### config.mk
export PLATFORM = sky130hd
export DESIGN_NAME = serial_add_ctrl
export DESIGN_NICKNAME = d
export VERILOG_FILES = /design/src/rtl/serial_add_ctrl.sv
export SDC_FILE = /design/constraint.sdc
export NUM_CORES = 1
export LEC_CHECK = 0
export ABC_AREA = 1
export BUFFER_PORTS_ARGS = -buffer_cell sky130_fd_sc_hd__buf_2
export CORE_MARGIN = 4
export CORE_UTILIZATION = 54
export DETAILED_ROUTE_END_ITERATION = 12
export GPL_TIMING_DRIVEN = 1
export PLACE_DENSITY = 0.78
export SYNTH_ARGS = -nofsm -noshare
export SYNTH_HDL_FRONTEND = slang
export SYNTH_SLANG_ARGS = --single-unit
### constraint.sdc
create_clock -name clk -period 1.8 [get_ports clk]
set_clock_uncertainty 0.15 [all_clocks]
set_input_delay 0.09 -clock clk [delete_from_list [all_inputs] [get_ports clk]]
set_output_delay 0.09 -clock clk [all_outputs]
set_load 0.005 [all_outputs]
### src/rtl/serial_add_ctrl.sv
// Bit-serial adder controller: one full-adder cell sequenced LSB first, one bit per clock.
// Define SERIAL_ADD_OVF_EN to enable the signed overflow flag; otherwise overflow is tied to 0.
module serial_add_ctrl #(
  parameter int WIDTH = 8
) (
  input  logic             clk,
  input  logic             reset,
  input  logic             start,
  input  logic [WIDTH-1:0] a,
  input  logic [WIDTH-1:0] b,
  input  logic             c_in,
  output logic             busy,
  output logic             done,
  output logic [WIDTH-1:0] sum,
  output logic             c_out,
  output logic             overflow
);

  localparam int CW = (WIDTH > 1) ? $clog2(WIDTH) : 1;
  localparam logic [CW-1:0] LAST = CW'(WIDTH - 1);

  typedef enum logic [1:0] {IDLE, SHIFT, DONE} state_e;

  state_e           state_q, state_d;
  logic [WIDTH-1:0] opA_q, opA_d;
  logic [WIDTH-1:0] opB_q, opB_d;
  logic [WIDTH-1:0] res_q, res_d;
  logic [WIDTH-1:0] sum_q, sum_d;
  logic             carry_q, carry_d;
  logic             carryOut_q, carryOut_d;
  logic [CW-1:0]    cnt_q, cnt_d;

  logic bitA, bitB, sumBit, carryNew, lastBit;

  assign bitA     = opA_q[0];
  assign bitB     = opB_q[0];
  assign sumBit   = bitA ^ bitB ^ carry_q;
  assign carryNew = (bitA & bitB) | (carry_q & (bitA ^ bitB));
  assign lastBit  = (cnt_q == LAST);

  always_ff @(posedge clk or posedge reset) begin
    if (reset) begin
      state_q <= IDLE;
    end else begin
      state_q <= state_d;
    end
  end

  always_comb begin
    state_d = state_q;
    case (state_q)
      IDLE:    if (start) state_d = SHIFT;
      SHIFT:   if (lastBit) state_d = DONE;
      DONE:    state_d = IDLE;
      default: state_d = IDLE;
    endcase
  end

  always_comb begin
    busy = (state_q != IDLE);
    done = (state_q == DONE);
  end

  // The counter holds on the final bit rather than wrapping back to zero.
  always_comb begin
    opA_d      = opA_q;
    opB_d      = opB_q;
    res_d      = res_q;
    sum_d      = sum_q;
    carry_d    = carry_q;
    carryOut_d = carryOut_q;
    cnt_d      = cnt_q;
    case (state_q)
      IDLE: begin
        if (start) begin
          opA_d   = a;
          opB_d   = b;
          carry_d = c_in;
          cnt_d   = '0;
        end
      end
      SHIFT: begin
        res_d   = {sumBit, res_q[WIDTH-1:1]};
        opA_d   = opA_q >> 1;
        opB_d   = opB_q >> 1;
        carry_d = carryNew;
        if (lastBit) begin
          sum_d      = {sumBit, res_q[WIDTH-1:1]};
          carryOut_d = carryNew;
        end else begin
          cnt_d = cnt_q + CW'(1);
        end
      end
      default: ;
    endcase
  end

  always_ff @(posedge clk or posedge reset) begin
    if (reset) begin
      opA_q      <= '0;
      opB_q      <= '0;
      res_q      <= '0;
      sum_q      <= '0;
      carry_q    <= 1'b0;
      carryOut_q <= 1'b0;
      cnt_q      <= '0;
    end else begin
      opA_q      <= opA_d;
      opB_q      <= opB_d;
      res_q      <= res_d;
      sum_q      <= sum_d;
      carry_q    <= carry_d;
      carryOut_q <= carryOut_d;
      cnt_q      <= cnt_d;
    end
  end

`ifdef SERIAL_ADD_OVF_EN
  // Signed overflow: carry into the MSB differs from carry out of the MSB.
  logic ovf_q, ovf_d;

  always_comb begin
    ovf_d = ovf_q;
    if (state_q == SHIFT && lastBit) ovf_d = carry_q ^ carryNew;
  end

  always_ff @(posedge clk or posedge reset) begin
    if (reset) begin
      ovf_q <= 1'b0;
    end else begin
      ovf_q <= ovf_d;
    end
  end

  assign overflow = ovf_q;
`else
  assign overflow = 1'b0;
`endif

  assign sum   = sum_q;
  assign c_out = carryOut_q;

endmodule

# [Yosys cells after proc, flatten, opt, wreduce, memory -nomap -nowiden]
# Cells that the tools add are included.
[op_classes] addsub=1 n_mux=12 bitwise=5 n_eq_ne=6 n_reduce_logical=7
[ops] cell="8-bit case mux with 2 select lines" count=2
[ops] cell="8-bit 2-to-1 mux" count=2
[ops] cell="3-bit 2-to-1 mux" count=2
[ops] cell="2-bit != test, second input constant" count=3
[ops] cell="3-bit case mux with 2 select lines" count=1
[ops] cell="2-bit AND reduction" count=3
[ops] cell="2-bit 2-to-1 mux" count=2
[ops] cell="2-bit case mux with 2 select lines" count=1
[ops] cell="2-bit nonzero test" count=2
[ops] cell="3-bit by 1-bit adder with 3-bit output, second input constant" count=1
[ops] cell="3-bit equality test, second input constant" count=1
[ops] cell="3-bit AND reduction" count=1
[ops] cell="1-bit bitwise AND" count=2
[ops] cell="2-bit by 1-bit equality test with 1-bit output, second input constant" count=1
[ops] cell="2-bit equality test, second input constant" count=1
[ops] cell="2-bit zero test" count=1
[ops] cell="1-bit case mux with 2 select lines" count=1
[ops] cell="1-bit XOR" count=2
[ops] cell="1-bit 2-to-1 mux" count=1
[ops] cell="1-bit OR" count=1
[totals] ff_bits=39 in_bits=20 output_inout_bits=12 wordCells=39

# [Logic depth before layout (Yosys ltp)]
# Gate-level depths: netlist of the first run.
[depth] depth_word=4 mapped_depth=6 depth_no_buf=6

# [Worst setup path after synthesis of the first run]
# Ideal clock, no wire load.
[synth_timing] path_kind="reg2reg" start="register cnt_q[0]" end="register sum_q[7] (netlist: sum[7])" synth_period_minus_slack_ns=1.344 path_stages_with_launch=7 path_buffers=0 setup_slack_ns=0.456 setup_time_ns=0.117 arrival_ns=1.078 required_ns=1.533 cell_sequence="dfrtp_1 > ha_1 > ha_1 > inv_1 > nor2_4 > nand2_1 > nand2_1"
[synth_via] elab_chain_len=2
[synth_rtl] item="start: declaration" line="31" source="logic [CW-1:0] cnt_q, cnt_d;"
[synth_rtl] item="start signal: assignment" line="114" source="cnt_q <= cnt_d;"
[synth_rtl] item="3-bit equality test" line="39" source="assign lastBit = (cnt_q == LAST);"
[synth_rtl] item="2-bit AND reduction (no source line)"
[synth_rtl] item="end signal: assignment" line="111" source="sum_q <= sum_d;"
[synth_rtl] item="end: declaration" line="28" source="logic [WIDTH-1:0] sum_q, sum_d;"
# Every way passes these cells.
# A chain may end at the register's enable or synchronous reset.

# [Final worst setup path of the first run]
[layout_timing] start="register state_q[0]" end="output port busy"
[layout_via] elab_chain_len=1
[layout_rtl] item="start: declaration" line="24" source="state_e state_q, state_d;"
[layout_rtl] item="start signal: assignment" line="45" source="state_q <= state_d;"
[layout_rtl] item="2-bit nonzero test" line="60" source="busy = (state_q != IDLE);"
[layout_rtl] item="end: declaration" line="12" source="output logic busy,"
# Every way passes these cells.

==> summary.md, run 1 <==
| Metric | Value |
|---|---|
| Synth unique cells | 21 |
| Die Ht | 64.75 um |
| Share of layout cells above drive strength 1 | 19.17% |
| Seq/Total Area, Yosys | 54.68% |
| Crit Path Max Fanout | 9 |
| Synth warnings | 0 |
| Ant diodes | 0 |
| Core ar. | 3078 um^2 |
| GPL Wtd Cong | 0.8554 |
| Cell Area, Synth | 1739 um^2 |
| H-tree depth | 2 |
| Initial Util | 56.50% |
| CTS clock-pin slew for the worst setup and hold paths | 0.11 ns |
| Largest net degree at the start of global routing | 39 |
| WP data arrival | 1.42 ns |
| Cell with the most instances after synthesis | nand2_1 |
| Lkg Pwr | 1.107 nW |
| RR Startpoint | state_q[0]$_DFFE_PP0P_ |
| Top_reg_cell synth | dfrtp_1 |
| Final ANT Viol Nets | 0 |
| Commonest cells in the netlist | 71 x nand2_1, 40 x nand3_1, 38 x dfrtp_1 |
| Syn_nets | 216 |
| Row Count | 20 |
| Endpoint class of the critical path | output pin |
| Global-route wire length before repair | 6.644 mm |
| IO Port Bufs | 30 |
| Worst Hold Class | in -> reg |
| Setup_tns | 0 ns |
| Gr busiest metal | met2 |
| Post-Route WL | 3.590 mm |
| Setup Buffers After CTS | 0 |
| Longest Clk Path Bufs | 2 |
| Min-Delay Endpoint | opA_q[1]$_DFFE_PP0P_ |
| Fmax | 600.8 MHz |
| Final-layout fill cell count | 261 |
| Slew Viols, Final | 0 |
| CTS tree | built |
| Total GRT Usage | 20.39% |
| Synthesis-stage register bit count | 38 |
| Dpl cell area | 1874 um^2 |
| Initial DRC Count | 62 |
| Root Driver | clkbuf_4 |
| WS Path Type | reg -> out |
| Clock sink count | 38 |
| Post-synth EDFFs | 0 |
| Ports | 32 |
| Hold Buf Count CTS | 18 |
| CP startpoint kind | flip-flop |
| Reg2reg setup slack | 0.27 ns |
| Worst Hold Path Cells | 3 |
| Syn-to-layout area delta | 20.72% |
| Largest area contributor in the synthesized netlist | dfrtp_1 |
| Vias in the first global route | 1,480 |
| Unrepaired setup endpoints after global routing | no |
| Post-synthesis average cell area | 9.011 um^2 |
| Synthesized instance count | 193 |
| Max VDD drop | 0.7680 mV |
| Final setup vio count | 0 |
| Share of the synthesized area in the top cell type | 54.68% |
| Vias | 1,454 |
| Die area | 4193 um^2 |
| Async S/R FF share, synth | 100.0% |
| Period minus WS final | 1.665 ns |
| Routed wire per std cell | 12.64 um |
| Initial antenna violation count | 0 |
| Die W | 64.75 um |
| GR met1 Demand/Resource | 25.88% |
| Max-Cap Viols | 0 |
| Detailed Place HPWL | 2.254 mm |
| Final period utilization | 92.47% |
| Outcome | complete, no violations |
| Ranking of synthesized cells by area | dfrtp_1 55%, nand2_1 15%, nand3_1 12% |
| Multi-input logic area | 660.6 um^2 |
| Grt ovf | 0 |
| Register area | 950.9 um^2 |
| Min-delay src | start |
| DRT Pass-1 Iters | 4 |
| Post-route setup slack | 0.1355 ns |
| Nets | 263 |
| Design area | 2100 um^2 |
| CP required | 1.56 ns |
| R2r endpoint | sum[2]$_DFFE_PP0P_ |
| Power per Cell Area | 1337 nW/um^2 |
| Num CTS Buffers | 5 |
| Met3 Track Usage GR | 5.893% |
| Post-CTS resize count | 0 |
| M2 GR Usage | 33.72% |
| Worst r2r path cells | 5 |
| Residual DRC | 0 |
| Hold Fails Final Rpt | 0 |
| Vias/cell | 5.120 |
| Pre-CTS WS | 0.2626 ns |
| Worst skew pair latency | 0.34 ns |
[cells in the final DEF (no fill, tap or decap), drive strengths merged]
cell type,count
nand2,74
dlygate4sd3,18
o21ai,2
clkbuf,7
nor2,4
buf,32
conb,1
nand4,11
nand3,40
dfrtp,38
fa,1
inv,10
ha,2
[flip-flops by register name, summed over array words and instances (netlist names)]
signal and count:
c_out 1, carry_q 1, cnt_q 3, opA_q 8, opB_q 8, res_q 7
state_q 2, sum 8
[worst max-delay path by stage]
| stage | slack (ns) | to | startpoint |
|---|---|---|---|
| finish | 0.14 | busy | state_q[0]$_DFFE_PP0P_ |
| global route | 0.005 | busy | state_q[0]$_DFFE_PP0P_ |
| CTS | 0.10 | busy | state_q[0]$_DFFE_PP0P_ |
| detailed placement | 0.26 | c_out$_DFFE_PP0P_ | state_q[0]$_DFFE_PP0P_ |
| global placement | 0.31 | c_out$_DFFE_PP0P_ | state_q[0]$_DFFE_PP0P_ |
| floorplan | 0.46 | sum[7]$_DFFE_PP0P_ | cnt_q[0]$_DFFE_PP0P_ |
[worst max-delay path, cell delays in order (launching register included)]
cell and delay [ns]:
dfrtp_1 0.53, nor2_2 0.36, inv_1 0.07, buf_2 0.13
[area by class of cell]
class,instances,area share (%)
flip-flops and latches,38,45.29
multi-input cells,135,31.47
inverters,10,2.026
clock buffers,7,2.145
well taps,44,2.622
repair buffers,50,16.45
[per-stage QoR]
step	cells	power, mW	utilization [%]	hold WS, ns
after floorplan	193	2.183	-	0.04962
after global placement	259	2.368	60.89	0.06780
after detailed placement	259	2.401	60.89	0.07035
after CTS	284	2.831	68.21	0.04093
after global routing	284	3.072	68.21	0.06542
final	284	2.807	68.21	0.04887
[cell families (layout without fill, tap and decap cells)]
| logic type | Yosys count | in the layout | share of synthesized area, % |
|---|---|---|---|
| other | 1 | 1 | 0.2156 |
| DFF | 38 | 38 | 54.68 |
| buffers and inverters | 20 | 67 | 7.338 |
| and+or+nand+nor | 129 | 129 | 34.39 |
| AOI/OAI and AO/OA | 2 | 2 | 0.7912 |
| adders and majority gates | 3 | 3 | 2.590 |
[routing by layer]
layer  share of wire, %  vias up
met5                  0        -
met4                1.3        0
met3                5.9        6
met2                 48       55
met1                 44      666
li1                   -      727
[where the power goes]
| part | total (mW) | leakage, nW | switching (mW) | internal [mW] |
|---|---|---|---|---|
| clock network | 0.400 | 0.0254 | 0.252 | 0.147 |
| logic | 1.02 | 0.588 | 0.610 | 0.406 |
| registers | 1.39 | 0.494 | 0.212 | 1.18 |
(Power assumes the default switching activity.)
==> inputs of run 2 (changes only) <==
Settings changed: PLACE_DENSITY 0.78 to 0.77.
==> summary.md, run 2 (synthesized netlist as in run 1, its figures left out) <==
| Metric | Value |
|---|---|
| Routed wire per std cell | 12.37 um (-2.1%) |
| Setup Buffers After CTS | 0 (unchanged) |
| Clock sink count | 38 (unchanged) |
| Hold Fails Final Rpt | 0 (unchanged) |
| Vias in the first global route | 1,395 (-5.7%) |
| CTS tree | built |
| Slew Viols, Final | 0 (unchanged) |
| Max-Cap Viols | 0 (unchanged) |
| Most frequent cells in the layout | 71 x nand2_1, 40 x nand3_1, 38 x dfrtp_1 |
| Period minus WS final | 1.604 ns (-0.06029 ns) |
| Num CTS Buffers | 5 (unchanged) |
| Ports | 32 (unchanged) |
| R2r endpoint | sum[3]$_DFFE_PP0P_ |
| Row Count | 20 (unchanged) |
| CP startpoint kind | flip-flop |
| Grt ovf | 0 (unchanged) |
| CP Cell Sequence | nor2_4 -> inv_1 -> buf_2 |
| Die area | 4193 um^2 (unchanged) |
| CP peak stage delay | 0.56 ns (+0.03 ns) |
| CP required | 1.56 ns (about the same) |
| WS Path Type | reg -> out |
| Initial Util | 56.50% (unchanged) |
| Endpoint class of the critical path | output pin |
| Root Driver | clkbuf_4 |
| Die Ht | 64.75 um (unchanged) |
| Initial antenna violation count | 0 (unchanged) |
| Worst Hold Class | in -> reg |
| Fmax | 623.4 MHz (+3.8%) |
| Final-layout fill cell count | 265 (+1.5%) |
| Setup_tns | 0 ns (unchanged) |
| Detailed Place HPWL | 2.271 mm (+0.75%) |
| CTS clock-pin slew for the worst setup and hold paths | 0.10 ns (about the same) |
| Min-Delay Endpoint | opB_q[0]$_DFFE_PP0P_ |
| Total Power | 2.850 mW (+1.6%) |
| Commonest non-fill, non-tap cell in the layout | nand2_1 |
| Final period utilization | 89.12% (-3.3 points) |
| WP data arrival | 1.36 ns (-0.06 ns) |
| Total GRT Usage | 20.04% (-0.35 points) |
| Final setup vio count | 0 (unchanged) |
| Vias/cell | 5.120 (about the same) |
| Power per Cell Area | 1350 nW/um^2 (+1.0%) |
| Vias | 1,449 (-0.34%) |
| Crit path max-delay family | flip-flops |
| Max VDD drop | 0.7537 mV (-1.9%) |
| Nets | 263 (unchanged) |
| Longest Clk Path Bufs | 2 (unchanged) |
| Worst skew pair latency | 0.33 ns (about the same) |
| Final ANT Viol Nets | 0 (unchanged) |
| Lkg Pwr | 1.113 nW (+0.49%) |
| GPL Wtd Cong | 0.8385 (-2.0%) |
| Reg2reg setup slack | 0.21 ns (-0.06 ns) |
| Unrepaired setup endpoints after global routing | no |
| Post-Route WL | 3.502 mm (-2.5%) |
| Die W | 64.75 um (unchanged) |
| Global-route wire length before repair | 6.444 mm (-3.0%) |
| Initial DRC Count | 76 (+23%) |
| H-tree depth | 2 (unchanged) |
| Core ar. | 3078 um^2 (unchanged) |
| Worst Hold Path Cells | 3 (unchanged) |
| Multi-input logic area | 665.6 um^2 (+0.76%) |
| Outcome | complete, no violations |
| Share of layout cells above drive strength 1 | 19.67% (+0.50 points) |
| IO Port Bufs | 30 (unchanged) |
| Worst r2r path cells | 5 (unchanged) |
| CP max stage cell | dfrtp_1 |
| Residual DRC | 0 (unchanged) |
| Syn-to-layout area delta | 21.37% |
| DRT Pass-1 Iters | 4 (unchanged) |
| Ant diodes | 0 (unchanged) |
| RR Startpoint | state_q[0]$_DFFE_PP0P_ |
| Largest net degree at the start of global routing | 39 (unchanged) |
| Register area | 950.9 um^2 (unchanged) |
| Crit Path Max Fanout | 9 (unchanged) |
| CP Buf/Inv Count | 2 (unchanged) |
| Min-delay src | start |
## run 2: cell types whose count changed in the layout (fill, tap and decap cells not counted)
cell      change
clkbuf_1      -2
nor2_4        +1
clkbuf_8      +1
nor2_2        -1
## run 2: worst register-to-register path, stage by stage (launching register included)
cell and delay (ns):
dfrtp_1 0.64, nand2_8 0.20, inv_4 0.20, nand2_2 0.16
nand2_1 0.10, nand2_1 0.05
## run 2: how the worst max path moves through the flow
| stage | startpoint | endpoint | slack, ns | depth (start not counted) |
|---|---|---|---|---|
| 2_1_floorplan | cnt_q[0]$_DFFE_PP0P_ | sum[7]$_DFFE_PP0P_ | 0.46 | 6 |
| 3_3_place_gp | state_q[0]$_DFFE_PP0P_ | c_out$_DFFE_PP0P_ | 0.31 | 5 |
| 3_5_place_dp | state_q[0]$_DFFE_PP0P_ | sum[3]$_DFFE_PP0P_ | 0.27 | 5 |
| 4_1_cts | state_q[0]$_DFFE_PP0P_ | busy | 0.09 | 3 |
| 5_1_grt | state_q[0]$_DFFE_PP0P_ | sum[7]$_DFFE_PP0P_ | 0.07 | 5 |
| 6_report | state_q[0]$_DFFE_PP0P_ | busy | 0.20 | 3 |
## run 2: timing repair
item / in CTS / in global routing
hold buffers: 18 / 0
endpoints found under the hold margin: 55 / 0
resized for setup: 0 / 1
setup endpoints to repair: 0 / 1
## run 2: cell type report
cell class / instances / area share (%)
inverters: 10 / 2.015
well taps: 44 / 2.608
clock buffers: 6 / 2.430
multi-input cells: 135 / 31.54
repair buffers: 50 / 16.36
flip-flops and latches: 38 / 45.05
## run 2: stage by stage
step / instances / util (%) / hold slack (ns) / area (um^2) / setup WS (ns)
after floorplan: 193 / - / 0.04962 / 1739 / 0.4557
after global placement: 259 / 60.89 / 0.07209 / 1874 / 0.3106
after detailed placement: 259 / 60.89 / 0.07017 / 1874 / 0.2667
after CTS: 283 / 68.41 / 0.02501 / 2106 / 0.09107
after global routing: 283 / 68.58 / 0.06195 / 2111 / 0.06943
final: 283 / 68.58 / 0.03896 / 2111 / 0.1958
## run 2: per-layer routing
layer  track usage, %  share of wire (%)  vias to the layer above
li1                 -                  -                      724
met1            27.33                 45                      673
met2            30.78                 47                       48
met3            6.586                6.3                        4
met4            5.277                1.0                        0
met5                0                  0                        -
## run 2: report_power, final
part	internal, mW	switching (mW)	total (mW)
Sequential	1.18	0.220	1.40
Combinational	0.408	0.613	1.02
Clock	0.176	0.254	0.430
Total	1.76	1.09	2.85
==> inputs of run 3 (changes only) <==
Settings changed: CELL_PAD_IN_SITES_DETAIL_PLACEMENT set to 0, CELL_PAD_IN_SITES_GLOBAL_PLACEMENT set to 2, CORE_UTILIZATION 54 to 33, PLACE_DENSITY 0.77 to 0.84, RECOVER_POWER set to 50.
==> summary.md, run 3 (synthesized netlist as in run 1, its figures left out) <==
| Metric | Value |
|---|---|
| Initial DRC Count | 59 (-22%) |
| CTS clock-pin slew for the worst setup and hold paths | 0.08 ns (-0.02 ns) |
| Max VDD drop | 0.4541 mV (-40%) |
| Post-CTS resize count | 0 (unchanged) |
| Reg2reg setup slack | 0.27 ns (+0.06 ns) |
| Final period utilization | 91.48% (+2.4 points) |
| Row Count | 26 (+30%) |
| Final setup vio count | 0 (unchanged) |
| Post-Route WL | 3.702 mm (+5.7%) |
| Grt ovf | 0 (unchanged) |
| Initial antenna violation count | 0 (unchanged) |
| Worst-margin pin slew | 0.9398 ns |
| Worst skew pair latency | 0.29 ns (-0.04 ns) |
| DRT Pass-1 Iters | 4 (unchanged) |
| IO Port Bufs | 30 (unchanged) |
| Routed wire per std cell | 11.90 um (-3.8%) |
| WS Path Type | reg -> out |
| WP data arrival | 1.41 ns (+0.05 ns) |
| Core ar. | 5107 um^2 (+66%) |
| Die Ht | 80.60 um (+24%) |
| Power per Cell Area | 1485 nW/um^2 (+10%) |
| Nets | 263 (unchanged) |
| Worst Hold Class | in -> reg |
| Vias | 1,404 (-3.1%) |
| Hold Fails Final Rpt | 0 (unchanged) |
| Longest Clk Path Bufs | 2 (unchanged) |
| Die W | 80.60 um (+24%) |
| Design area | 2225 um^2 (+5.4%) |
| Setup Buffers After CTS | 0 (unchanged) |
| Residual DRC | 0 (unchanged) |
| Syn-to-layout area delta | 27.91% |
| CP startpoint kind | flip-flop |
| Ports | 32 (unchanged) |
| Share of layout cells above drive strength 1 | 19.50% (-0.16 points) |
| Lkg Pwr | 1.145 nW (+2.9%) |
| Slew headroom | 37.35% |
| GPL Wtd Cong | 0.7175 (-14%) |
| Max-Cap Viols | 0 (unchanged) |
| Total GRT Usage | 13.12% (-6.9 points) |
| CP required | 1.56 ns (about the same) |
| Final ANT Viol Nets | 0 (unchanged) |
| Fmax | 607.3 MHz (-2.6%) |
| Ant diodes | 0 (unchanged) |
| Commonest non-fill, non-tap cell in the layout | nand2_1 |
| Initial Util | 34.05% (-22 points) |
| Dpl cell area | 1907 um^2 (+1.7%) |
| Most frequent cells in the layout | 71 x nand2_1, 40 x nand3_1, 38 x dfrtp_1 |
| Outcome | complete, no violations |
| Vias in the first global route | 1,409 (+1.0%) |
| Global-route wire length before repair | 6.479 mm (+0.54%) |
| Vias/cell | 4.514 (-12%) |
| Crit Path Max Fanout | 9 (unchanged) |
| Setup_tns | 0 ns (unchanged) |
| CTS tree | built |
| Clock sink count | 38 (unchanged) |
| H-tree depth | 2 (unchanged) |
| Die area | 6496 um^2 (+55%) |
| Detailed Place HPWL | 2.397 mm (+5.5%) |
| Endpoint class of the critical path | output pin |
| Root Driver | clkbuf_8 |
| Period minus WS final | 1.647 ns (+0.04241 ns) |
| Largest net degree at the start of global routing | 39 (unchanged) |
| Unrepaired setup endpoints after global routing | no |
| Slew Viols, Final | 0 (unchanged) |
| Num CTS Buffers | 5 (unchanged) |
| Hold Buf Count CTS | 18 (unchanged) |
==> run 3: final cells by class <==
cell class	count	area, um^2
Timing Repair Buffer	50	340.3
Clock buffer	6	82.58
Sequential cell	38	950.9
Multi-Input combinational cell	135	660.6
Clock inverter	2	60.06
Inverter	10	42.54
Fill cell	528	2883
Tap cell	70	87.58
==> run 3: power breakdown <==
group | internal [mW] | leakage [nW] | switching, mW
combinational | 0.401 | 0.579 | 0.609
clock | 0.591 | 0.0714 | 0.306
sequential | 1.18 | 0.494 | 0.215
total | 2.17 | 1.14 | 1.13
==> run 3: through the flow <==
step / utilization, % / power, mW / hold slack [ns] / setup WS [ns] / instances
after detailed placement: 37.33 / 2.415 / 0.08325 / 0.2773 / 285
after global routing: 43.56 / 3.590 / 0.1148 / 0.03090 / 311
after floorplan: - / 2.183 / 0.04962 / 0.4557 / 193
after CTS: 43.66 / 3.350 / 0.08750 / 0.1263 / 311
final: 43.56 / 3.304 / 0.09157 / 0.1534 / 311
after global placement: 37.33 / 2.408 / 0.08618 / 0.2847 / 285
==> run 3: critical path: stages (launching register included) <==
cell and delay (ns):
dfrtp_1 0.53, nor2_2 0.39, inv_1 0.07, buf_2 0.13
==> run 3: path summary, 6_finish.rpt <==
check | start | endpoint | cells past startpoint
min in group asynchronous | reset | sum[4]$_DFFE_PP0P_ | 4
max reg2reg | state_q[0]$_DFFE_PP0P_ | opA_q[6]$_DFFE_PP0P_ | 5
max in group asynchronous | reset | state_q[0]$_DFFE_PP0P_ | 4
min | start | opA_q[1]$_DFFE_PP0P_ | 3
max | state_q[0]$_DFFE_PP0P_ | busy | 3
min reg2reg | sum[4]$_DFFE_PP0P_ | sum[4]$_DFFE_PP0P_ | 2
==> run 3: metal layers <==
layer	wire [um]	track usage (%)	share of wire (%)
met1	1846	17.03	50
met3	170	4.372	4.6
met4	63	5.236	1.7
met5	0	0	0
met2	1621	20.03	44
